[src/rtl/serial_tx_fifo_if.sv]
// Byte-producer / transmitter handshake bundle for serial_tx_fifo.
// The ovf/drop_cnt signals exist only when SERIAL_TX_FIFO_OVF_EN is defined.
interface serial_tx_fifo_if #(
    parameter int DEPTH_LOG2 = 4
);
    logic [7:0]          wr_byte;
    logic                wr_en;
    logic [7:0]          sbyte;
    logic                send;
    logic                busy;
    logic                full;
    logic                empty;
    logic [DEPTH_LOG2:0] level;
`ifdef SERIAL_TX_FIFO_OVF_EN
    logic                ovf;
    logic [7:0]          drop_cnt;

    modport master (
        output wr_byte, wr_en, busy,
        input  sbyte, send, full, empty, level, ovf, drop_cnt
    );

    modport slave (
        input  wr_byte, wr_en, busy,
        output sbyte, send, full, empty, level, ovf, drop_cnt
    );
`else
    modport master (
        output wr_byte, wr_en, busy,
        input  sbyte, send, full, empty, level
    );

    modport slave (
        input  wr_byte, wr_en, busy,
        output sbyte, send, full, empty, level
    );
`endif
endinterface

[src/rtl/serial_tx_fifo.sv]
// Byte FIFO feeding tx_serial one byte at a time via send pulse / busy level.
// Optional overflow flag and drop counter under SERIAL_TX_FIFO_OVF_EN.
//
// state   | meaning
// IDLE    | wait for data and an idle transmitter
// LOAD    | latch head byte into sbyte, pop
// SEND    | one-cycle send pulse
// WAIT_HI | wait for busy to rise (bounded by BUSY_WAIT)
// WAIT_LO | wait for busy to fall
module serial_tx_fifo #(
    parameter int DEPTH_LOG2 = 4,
    parameter int BUSY_WAIT  = 4
) (
    input  logic           clk100,
    input  logic           reset,
    serial_tx_fifo_if.slave bus
);
    localparam int DEPTH = 1 << DEPTH_LOG2;
    localparam logic [DEPTH_LOG2:0]   LVL_ONE   = {{DEPTH_LOG2{1'b0}}, 1'b1};
    localparam logic [DEPTH_LOG2:0]   LVL_FULL  = {1'b1, {DEPTH_LOG2{1'b0}}};
    localparam logic [DEPTH_LOG2-1:0] PTR_ONE   = LVL_ONE[DEPTH_LOG2-1:0];
    localparam logic [7:0]            WAIT_INIT = 8'(BUSY_WAIT);

    typedef enum logic [2:0] {
        ST_IDLE,
        ST_LOAD,
        ST_SEND,
        ST_WAIT_HI,
        ST_WAIT_LO
    } state_t;

    logic [7:0]            r_mem [DEPTH];
    logic [DEPTH_LOG2-1:0] r_wr_ptr;
    logic [DEPTH_LOG2-1:0] r_rd_ptr;
    logic [DEPTH_LOG2:0]   r_level;
    logic                  r_full;
    logic                  r_empty;
    logic [7:0]            r_sbyte;
    logic [7:0]            r_wait_cnt;
    state_t                r_state;
    state_t                w_state_nxt;
    logic                  w_push;
    logic                  w_pop;
    logic                  w_send;
    logic [DEPTH_LOG2:0]   w_level_nxt;

    // full is the registered flag, so a write racing a pop on a full FIFO is dropped
    assign w_push = bus.wr_en & ~r_full;
    assign w_pop  = (r_state == ST_LOAD);

    always_comb begin
        w_level_nxt = r_level;
        if (w_push && !w_pop) begin
            w_level_nxt = r_level + LVL_ONE;
        end else if (!w_push && w_pop) begin
            w_level_nxt = r_level - LVL_ONE;
        end
    end

    always_ff @(posedge clk100) begin
        if (w_push) begin
            r_mem[r_wr_ptr] <= bus.wr_byte;
        end
    end

    always_ff @(posedge clk100 or negedge reset) begin
        if (!reset) begin
            r_wr_ptr <= '0;
            r_rd_ptr <= '0;
            r_level  <= '0;
            r_full   <= 1'b0;
            r_empty  <= 1'b1;
            r_sbyte  <= 8'h00;
        end else begin
            if (w_push) begin
                r_wr_ptr <= r_wr_ptr + PTR_ONE;
            end
            if (w_pop) begin
                r_rd_ptr <= r_rd_ptr + PTR_ONE;
                r_sbyte  <= r_mem[r_rd_ptr];
            end
            r_level <= w_level_nxt;
            r_full  <= (w_level_nxt == LVL_FULL);
            r_empty <= (w_level_nxt == '0);
        end
    end

    // Timeout budget is armed entering SEND, so the send cycle counts toward BUSY_WAIT
    always_ff @(posedge clk100 or negedge reset) begin
        if (!reset) begin
            r_wait_cnt <= 8'd0;
        end else if (r_state == ST_LOAD) begin
            r_wait_cnt <= WAIT_INIT;
        end else if ((r_state == ST_SEND || r_state == ST_WAIT_HI) && r_wait_cnt != 8'd0) begin
            r_wait_cnt <= r_wait_cnt - 8'd1;
        end
    end

    always_ff @(posedge clk100 or negedge reset) begin
        if (!reset) begin
            r_state <= ST_IDLE;
        end else begin
            r_state <= w_state_nxt;
        end
    end

    always_comb begin
        w_state_nxt = r_state;
        case (r_state)
            ST_IDLE:    if (!r_empty && !bus.busy) w_state_nxt = ST_LOAD;
            ST_LOAD:    w_state_nxt = ST_SEND;
            ST_SEND:    w_state_nxt = ST_WAIT_HI;
            ST_WAIT_HI: if (bus.busy || r_wait_cnt <= 8'd1) w_state_nxt = ST_WAIT_LO;
            ST_WAIT_LO: if (!bus.busy) w_state_nxt = ST_IDLE;
            default:    w_state_nxt = ST_IDLE;
        endcase
    end

    always_comb begin
        w_send = (r_state == ST_SEND);
    end

    assign bus.send  = w_send;
    assign bus.sbyte = r_sbyte;
    assign bus.full  = r_full;
    assign bus.empty = r_empty;
    assign bus.level = r_level;

`ifdef SERIAL_TX_FIFO_OVF_EN
    logic       r_ovf;
    logic [7:0] r_drop_cnt;

    always_ff @(posedge clk100 or negedge reset) begin
        if (!reset) begin
            r_ovf      <= 1'b0;
            r_drop_cnt <= 8'h00;
        end else if (bus.wr_en && r_full) begin
            r_ovf <= 1'b1;
            if (r_drop_cnt != 8'hFF) begin
                r_drop_cnt <= r_drop_cnt + 8'd1;
            end
        end
    end

    assign bus.ovf      = r_ovf;
    assign bus.drop_cnt = r_drop_cnt;
`endif

endmodule
[src/flat_wrapper.sv]
// flat-port wrapper written by rule: the top's interface ports become plain ports
module serial_tx_fifo_flat 
#(
    parameter int DEPTH_LOG2 = 4,
    parameter int BUSY_WAIT  = 4
)
  (clk100, reset, bus_wr_byte, bus_wr_en, bus_busy, bus_sbyte, bus_send, bus_full, bus_empty, bus_level);
  serial_tx_fifo_if #(.DEPTH_LOG2(DEPTH_LOG2)) bus_i ();
  input  logic clk100;
  input  logic reset;
  input wire logic [$bits(bus_i.wr_byte)-1:0] bus_wr_byte;
  input wire logic [$bits(bus_i.wr_en)-1:0] bus_wr_en;
  input wire logic [$bits(bus_i.busy)-1:0] bus_busy;
  output wire logic [$bits(bus_i.sbyte)-1:0] bus_sbyte;
  output wire logic [$bits(bus_i.send)-1:0] bus_send;
  output wire logic [$bits(bus_i.full)-1:0] bus_full;
  output wire logic [$bits(bus_i.empty)-1:0] bus_empty;
  output wire logic [$bits(bus_i.level)-1:0] bus_level;
  assign bus_i.wr_byte = bus_wr_byte;
  assign bus_i.wr_en = bus_wr_en;
  assign bus_i.busy = bus_busy;
  assign bus_sbyte = bus_i.sbyte;
  assign bus_send = bus_i.send;
  assign bus_full = bus_i.full;
  assign bus_empty = bus_i.empty;
  assign bus_level = bus_i.level;
  serial_tx_fifo #(.DEPTH_LOG2(DEPTH_LOG2), .BUSY_WAIT(BUSY_WAIT)) u_core (.clk100(clk100), .reset(reset), .bus(bus_i));
endmodule
[config.mk]
export PLATFORM = sky130hd
export DESIGN_NAME = serial_tx_fifo_flat
export DESIGN_NICKNAME = d
export VERILOG_FILES = /design/src/rtl/serial_tx_fifo_if.sv /design/src/rtl/serial_tx_fifo.sv /design/src/flat_wrapper.sv
export SDC_FILE = /design/constraint.sdc
export NUM_CORES = 1
export LEC_CHECK = 0
export ABC_AREA = 1
export BUFFER_PORTS_ARGS = -buffer_cell sky130_fd_sc_hd__clkbuf_2
export CORE_MARGIN = 2
export CORE_UTILIZATION = 55
export DETAILED_ROUTE_END_ITERATION = 6
export GPL_TIMING_DRIVEN = 0
export PLACE_DENSITY_LB_ADDON = 0.12
export REMOVE_ABC_BUFFERS = 1
export SLEW_MARGIN = 10
export SYNTH_ARGS = -nofsm -noshare
export SYNTH_HDL_FRONTEND = slang
export SYNTH_SLANG_ARGS = --single-unit
[constraint.sdc]
create_clock -name clk100 -period 1.53 [get_ports clk100]
set_input_delay 0.306 -clock clk100 [delete_from_list [all_inputs] [get_ports clk100]]
set_output_delay 0.306 -clock clk100 [all_outputs]
set_load 0.05 [all_outputs]
# ---- Word-level counts from Yosys, hierarchy flattened
# Memories as Yosys holds them, arrays and structs flattened. A register that Yosys moved wholly into a read port is not among the register bits.
# Cells that the tools add are included.
dict set report op_classes {
  addsub 5
  mul 0
  n_div 0
  magnitude_cmp 1
  n_eq_ne 8
  n_shift 0
  muxes 10
  bitwise 2
  n_reduce_logical 16
}
# cell count
set ops {}
lappend ops {{$mux W8} 2}
lappend ops {{$pmux W3 S5} 1}
lappend ops {{$mux W5} 2}
lappend ops {{$mux W3} 3}
lappend ops {{$add A4 B1 Y4 const B} 2}
lappend ops {{$le A8 B1 Y1 const B} 1}
lappend ops {{$reduce_bool A8 Y1} 1}
lappend ops {{$sub A8 B1 Y8 const B} 1}
lappend ops {{$eq A3 B2 Y1 const B} 2}
lappend ops {{$add A5 B1 Y5 const B} 1}
lappend ops {{$eq A5 B5 Y1 const B} 1}
lappend ops {{$logic_not A1 Y1} 5}
lappend ops {{$logic_not A5 Y1} 1}
lappend ops {{$sub A5 B1 Y5 const B} 1}
lappend ops {{$logic_and A1 B1 Y1} 4}
lappend ops {{$ne A2 B2 Y1 const B} 2}
lappend ops {{$eq A3 B1 Y1 const B} 1}
lappend ops {{$eq A3 B3 Y1 const B} 1}
lappend ops {{$logic_not A3 Y1} 1}
lappend ops {{$reduce_and A3 Y1} 1}
lappend ops {{$logic_or A1 B1 Y1} 2}
lappend ops {{$mux W1} 2}
lappend ops {{$ne A2 B1 Y1 const B} 1}
lappend ops {{$reduce_bool A2 Y1} 1}
lappend ops {{other kinds (2)} 2}
dict set report totals {
  reg_bits 26
  latchBits 0
  ram_bits 128
  romBits 0
  input_bits 12
  output_inout_bits 16
  n_memories 1
}
# memory words word_bits read_ports rd_clocked_by_memory_dff wr line_no
set memory_table {}
lappend memory_table {u_core.r_mem 16 8 1 1 1 serial_tx_fifo.sv:32} ;# logic [7:0] r_mem [DEPTH];

# ---- Logic depth before layout (Yosys ltp)
dict set report depth {
  depth_word 7
  depth_mapped 11
}

# ---- Worst setup path after synthesis
# OpenSTA, ideal clock, no wires.
dict set report synth_path {
  path_kind {register -> register}
  startpoint {register u_core.r_full, in the netlist u_core.bus.full}
  endpoint {memory u_core.r_mem[11][0], enable pin}
  setup_time_ns 0.370
  arrival_time_ns 1.400
  required_time_ns 1.160
  slack_ns -0.240
  stages_incl_launch_ff 6
  path_buffers 0
  period_less_slack_ns 1.770
  cell_sequence {dfrtp_1 > inv_1 > nand2_2 > inv_2 > nand2_1 > nor2_1}
}
dict set report synth_via {
  elab_chain_len 4
}
# item line_no
set synth_rtl {}
lappend synth_rtl {{start, declared} serial_tx_fifo.sv:36} ;# logic r_full;
lappend synth_rtl {{start signal, assigned} serial_tx_fifo.sv:83} ;# r_full <= (w_level_nxt == LVL_FULL);
lappend synth_rtl {{$not A1 Y1} serial_tx_fifo.sv:48} ;# assign w_push = bus.wr_en & ~r_full;
lappend synth_rtl {{$and A1 B1 Y1} serial_tx_fifo.sv:48}
lappend synth_rtl {{$mux W1} serial_tx_fifo.sv:61} ;# if (w_push) begin
lappend synth_rtl {{$mux W1 (implied by the code)} serial_tx_fifo.sv:62} ;# r_mem[r_wr_ptr] <= bus.wr_byte;
lappend synth_rtl {{end, declared} serial_tx_fifo.sv:32}
# Every way passes these cells.

==> summary.txt <==
Clock network
  – CTS root buffer: clkbuf_16
  – Clk_lat worst skew: 430 ps
  – Cts bufs inserted: 17
  – Worst-path clk slew: 70 ps
  – Sink Count: about 160
  – H-Tree Depth: 4
  – TritonCTS clock tree: done
  – Max clock buf depth: 2

STA
  – Max Slew Vio Count: 0
  – Worst slew margin: 42.5%
  – Worst Skew: roughly 11 ps
  – Fmax: 0.623 GHz
  – # setup viols final: 25
  – Endpoints failing hold: 33
  – Measured slew at the worst slew-check pin: 862 ps
  – RSZ-0062 raised after global routing: yes
  – Fin worst setup slack: -75.0 ps
  – Worst Hold Slack: -17.0 ps
  – Tmin final: roughly 1600 ps
  – Final worst-path cycle share: 105%

Worst setup path
  – Crit. End Element: flip-flop
  – Startpoint Class: flip-flop
  – Critical path required time: 1850 ps
  – CP arrival: 1920 ps
  – Kind of critical path: reg -> reg
  – CP max FO: 7

Final layout
  – Final #Nets: between 700 and 800
  – Final Cell Area: ~0.0094 mm²
  – Commonest non-fill, non-tap cell in the layout: nand2_1
  – Antenna Cells: 0
  – Fraction of layout cells with a size suffix above 1: 36.2%
  – Most frequent cells in the layout: nand2_1 (173), edfxtp_1 (128), nand3_1 (68), nand2_2 (51), nand3_2 (47)
  – Area delta synth->final: 34.6%

Global route
  – GRT Resource Usage Total: 26.7%
  – Remaining Overflow, GRT: 0
  – Largest net degree at the start of global routing: 35
  – Initial antenna violation count: 0
  – Vias in the first global route: 4808
  – First-pass GRT wire length: about 26000 µm

Synth
  – Netlist Area Pre-Place: 0.00698 mm²
  – Yosys reg bits: 162
  – Seq/Total Area, Yosys: between 60% and 70%
  – Ranking of synthesized cells by area: edfxtp_1 (55%), nand2_1 (13%), dfrtp_1 (12%)
  – Synth cell types: 29
  – Syn avg cell area: between 10 and 15 µm²
  – Area leader, netlist: edfxtp_1
  – Yosys warns: 0
  – Synth Instances: 661
  – Synth top area share: 55.1%

Drt
  – Metal-1 WL: 7400 µm
  – Met3 wire len: 1380 µm
  – Drt pass-1 iters: 7
  – Met2 wire length: 9660 µm
  – Final antenna-violating net count: 0
  – Top routing layer in use: met4
  – Initial DRC count: 644
  – # DRC: 0
  – WL per Instance: 20.4 µm
  – Vias: 5372
  – Vias per cell: just under 6
  – Drt total wl: about 19000 µm

Place
  – Port bufs: 27
  – Hpwl dp: 8780 µm
  – DP Area: 0.00722 mm²
  – GPL Wtd Cong: 0.794
  – Pre-CTS setup slack: -1150 ps

Run status
  – Failing checks: negative hold slack, negative setup slack
  – Run status: finished with violations

Floorplan
  – Core ar.: 0.0125 mm²
  – Die H: approximately 120 µm
  – Chip width: 117 µm
  – Initial Util: between 50% and 60%
  – Row cnt: between 40 and 50
  – DIE AREA: 0.0136 mm²
  – IO Count: 28

Flow run
  – Max_cap viols: 0

Pwr
  – Worst VDD drop: 1170 µV
  – Sw Pwr: 8530 µW
  – Clock power frac: a little under a fifth
  – Sequential power share: 30.9%
  – Power Internal: 11400 µW
  – Power share of the combinational group: 50.3%
  – Switching share of power: 42.9%
  – Static leakage: around 0.0037 µW
  – Pwr dens: 2120 mW/mm²

Hold path
  – Worst Hold Class: in -> async
==> area by class of cell <==
class                      count  area [µm²]
clock inverter                14        91.3
inverter                      32         169
multi-input combinational    438        2650
timing repair buffer          89        1090
timing repair inverter         3        43.8
sequential                   162        4710
clock buffer                  18         429
tap                          172         215
fill                         779        3120
==> metrics by stage <==
| stage | instances | hold slack, ps | setup TNS, ps | util, % | total power, µW |
|---|---|---|---|---|---|
| 6_report | 928 | -17.0 | -675 | 75.1 | 19900 |
| 5_1_grt | 928 | 34.9 | -1950 | 75.1 | 20800 |
| 4_1_cts | 908 | 2.98 | -8520 | 69.4 | 17800 |
| 3_5_place_dp | 832 | 453 | -56510 | 57.7 | 12000 |
| 3_3_place_gp | 830 | 450 | -74930 | 57.4 | 11700 |
| 2_1_floorplan | 631 | 10.4 | -42080 | - | 10200 |
==> layer usage <==
metal  up-vias  GRT usage, %
met3        47          5.50
li1       2417             -
met1      2627          36.4
met5         -             0
met2       281          42.7
met4         0          10.5
==> final timing paths <==
check,depth (start not counted),from,slack (ps),to
max,11,u_core.r_rd_ptr[0]$_DFFE_PN0N_,-80,u_core.bus.sbyte[0]$_DFFE_PN0N_
min,1,reset,-20,u_core.r_rd_ptr[3]$_DFFE_PN0N_
max reg2reg,11,u_core.r_rd_ptr[0]$_DFFE_PN0N_,-80,u_core.bus.sbyte[0]$_DFFE_PN0N_
min reg2reg,2,u_core.bus.sbyte[7]$_DFFE_PN0N_,490,u_core.bus.sbyte[7]$_DFFE_PN0N_
max in group asynchronous,1,reset,920,u_core.r_rd_ptr[0]$_DFFE_PN0N_
min in group clk100,3,bus_busy,160,u_core.r_state[2]$_DFFE_PN0P_
==> power groups by stage <==
stage | clock network, µW | logic (µW) | registers (µW)
global route | 3940 | 10700 | 6200
CTS | 3750 | 7910 | 6110
finish | 3750 | 10000 | 6150
detailed placement | 0 | 5630 | 6410
floorplan | 0 | 3420 | 6800
global placement | 0 | 5230 | 6480
==> cells by family after synthesis <==
family                     Yosys count  synth area share (%)
adders and majority gates           10                  1.79
AOI/OAI and AO/OA                   19                  1.56
xor gates and xnor gates            11                  1.38
DFF                                162                  67.3
and+or+nand+nor                    397                  24.1
buffers and inverters               62                  3.86
==> synthesized netlist by cell type <==
cell / number
nand2_2: 2
nor3_1: 3
a21oi_1: 2
clkinv_1: 2
edfxtp_1: 128
dfstp_2: 1
o21ai_0: 12
nor2_1: 33
nand2_1: 234
nand3_2: 3
o41ai_1: 1
xnor2_1: 1
nand4_1: 6
dfrtp_1: 33
a21oi_2: 1
buf_4: 1
clkbuf_1: 6
buf_1: 2
o31ai_1: 1
ha_1: 10
o22ai_1: 1
buf_6: 1
nand3_1: 114
inv_2: 3
buf_2: 20
xor2_1: 10
o211ai_1: 1
inv_1: 27
nand3b_1: 2
==> worst max-delay path: stages, from the launching register on <==
cell	delay, ps
dfrtp_4	480
buf_16	160
clkinv_16	90
clkbuf_16	170
nand2_1	60
nand3_1	60
nand3_1	80
nand2_1	70
nand2_1	80
nand2_2	80
nand2_1	90
nand2_1	60
==> timing repair <==
action	CTS	global route
pin swaps	27	46
hold endpoints to repair	0	0
gates resized for setup	89	130
hold buffers	0	0
gates cloned	7	4
endpoints found under the setup margin	150	150
buffers inserted	37	16
==> flip-flops by register name (all words and copies together), names as in the netlist <==
signal,cells
u_core.r_mem,128
u_core.bus.sbyte,8
u_core.r_wait_cnt,8
u_core.bus.level,5
u_core.r_rd_ptr,4
u_core.r_wr_ptr,4
u_core.r_state,3
u_core.bus.empty,1
u_core.bus.full,1
Note: power is estimated with default switching activity, not from simulation.
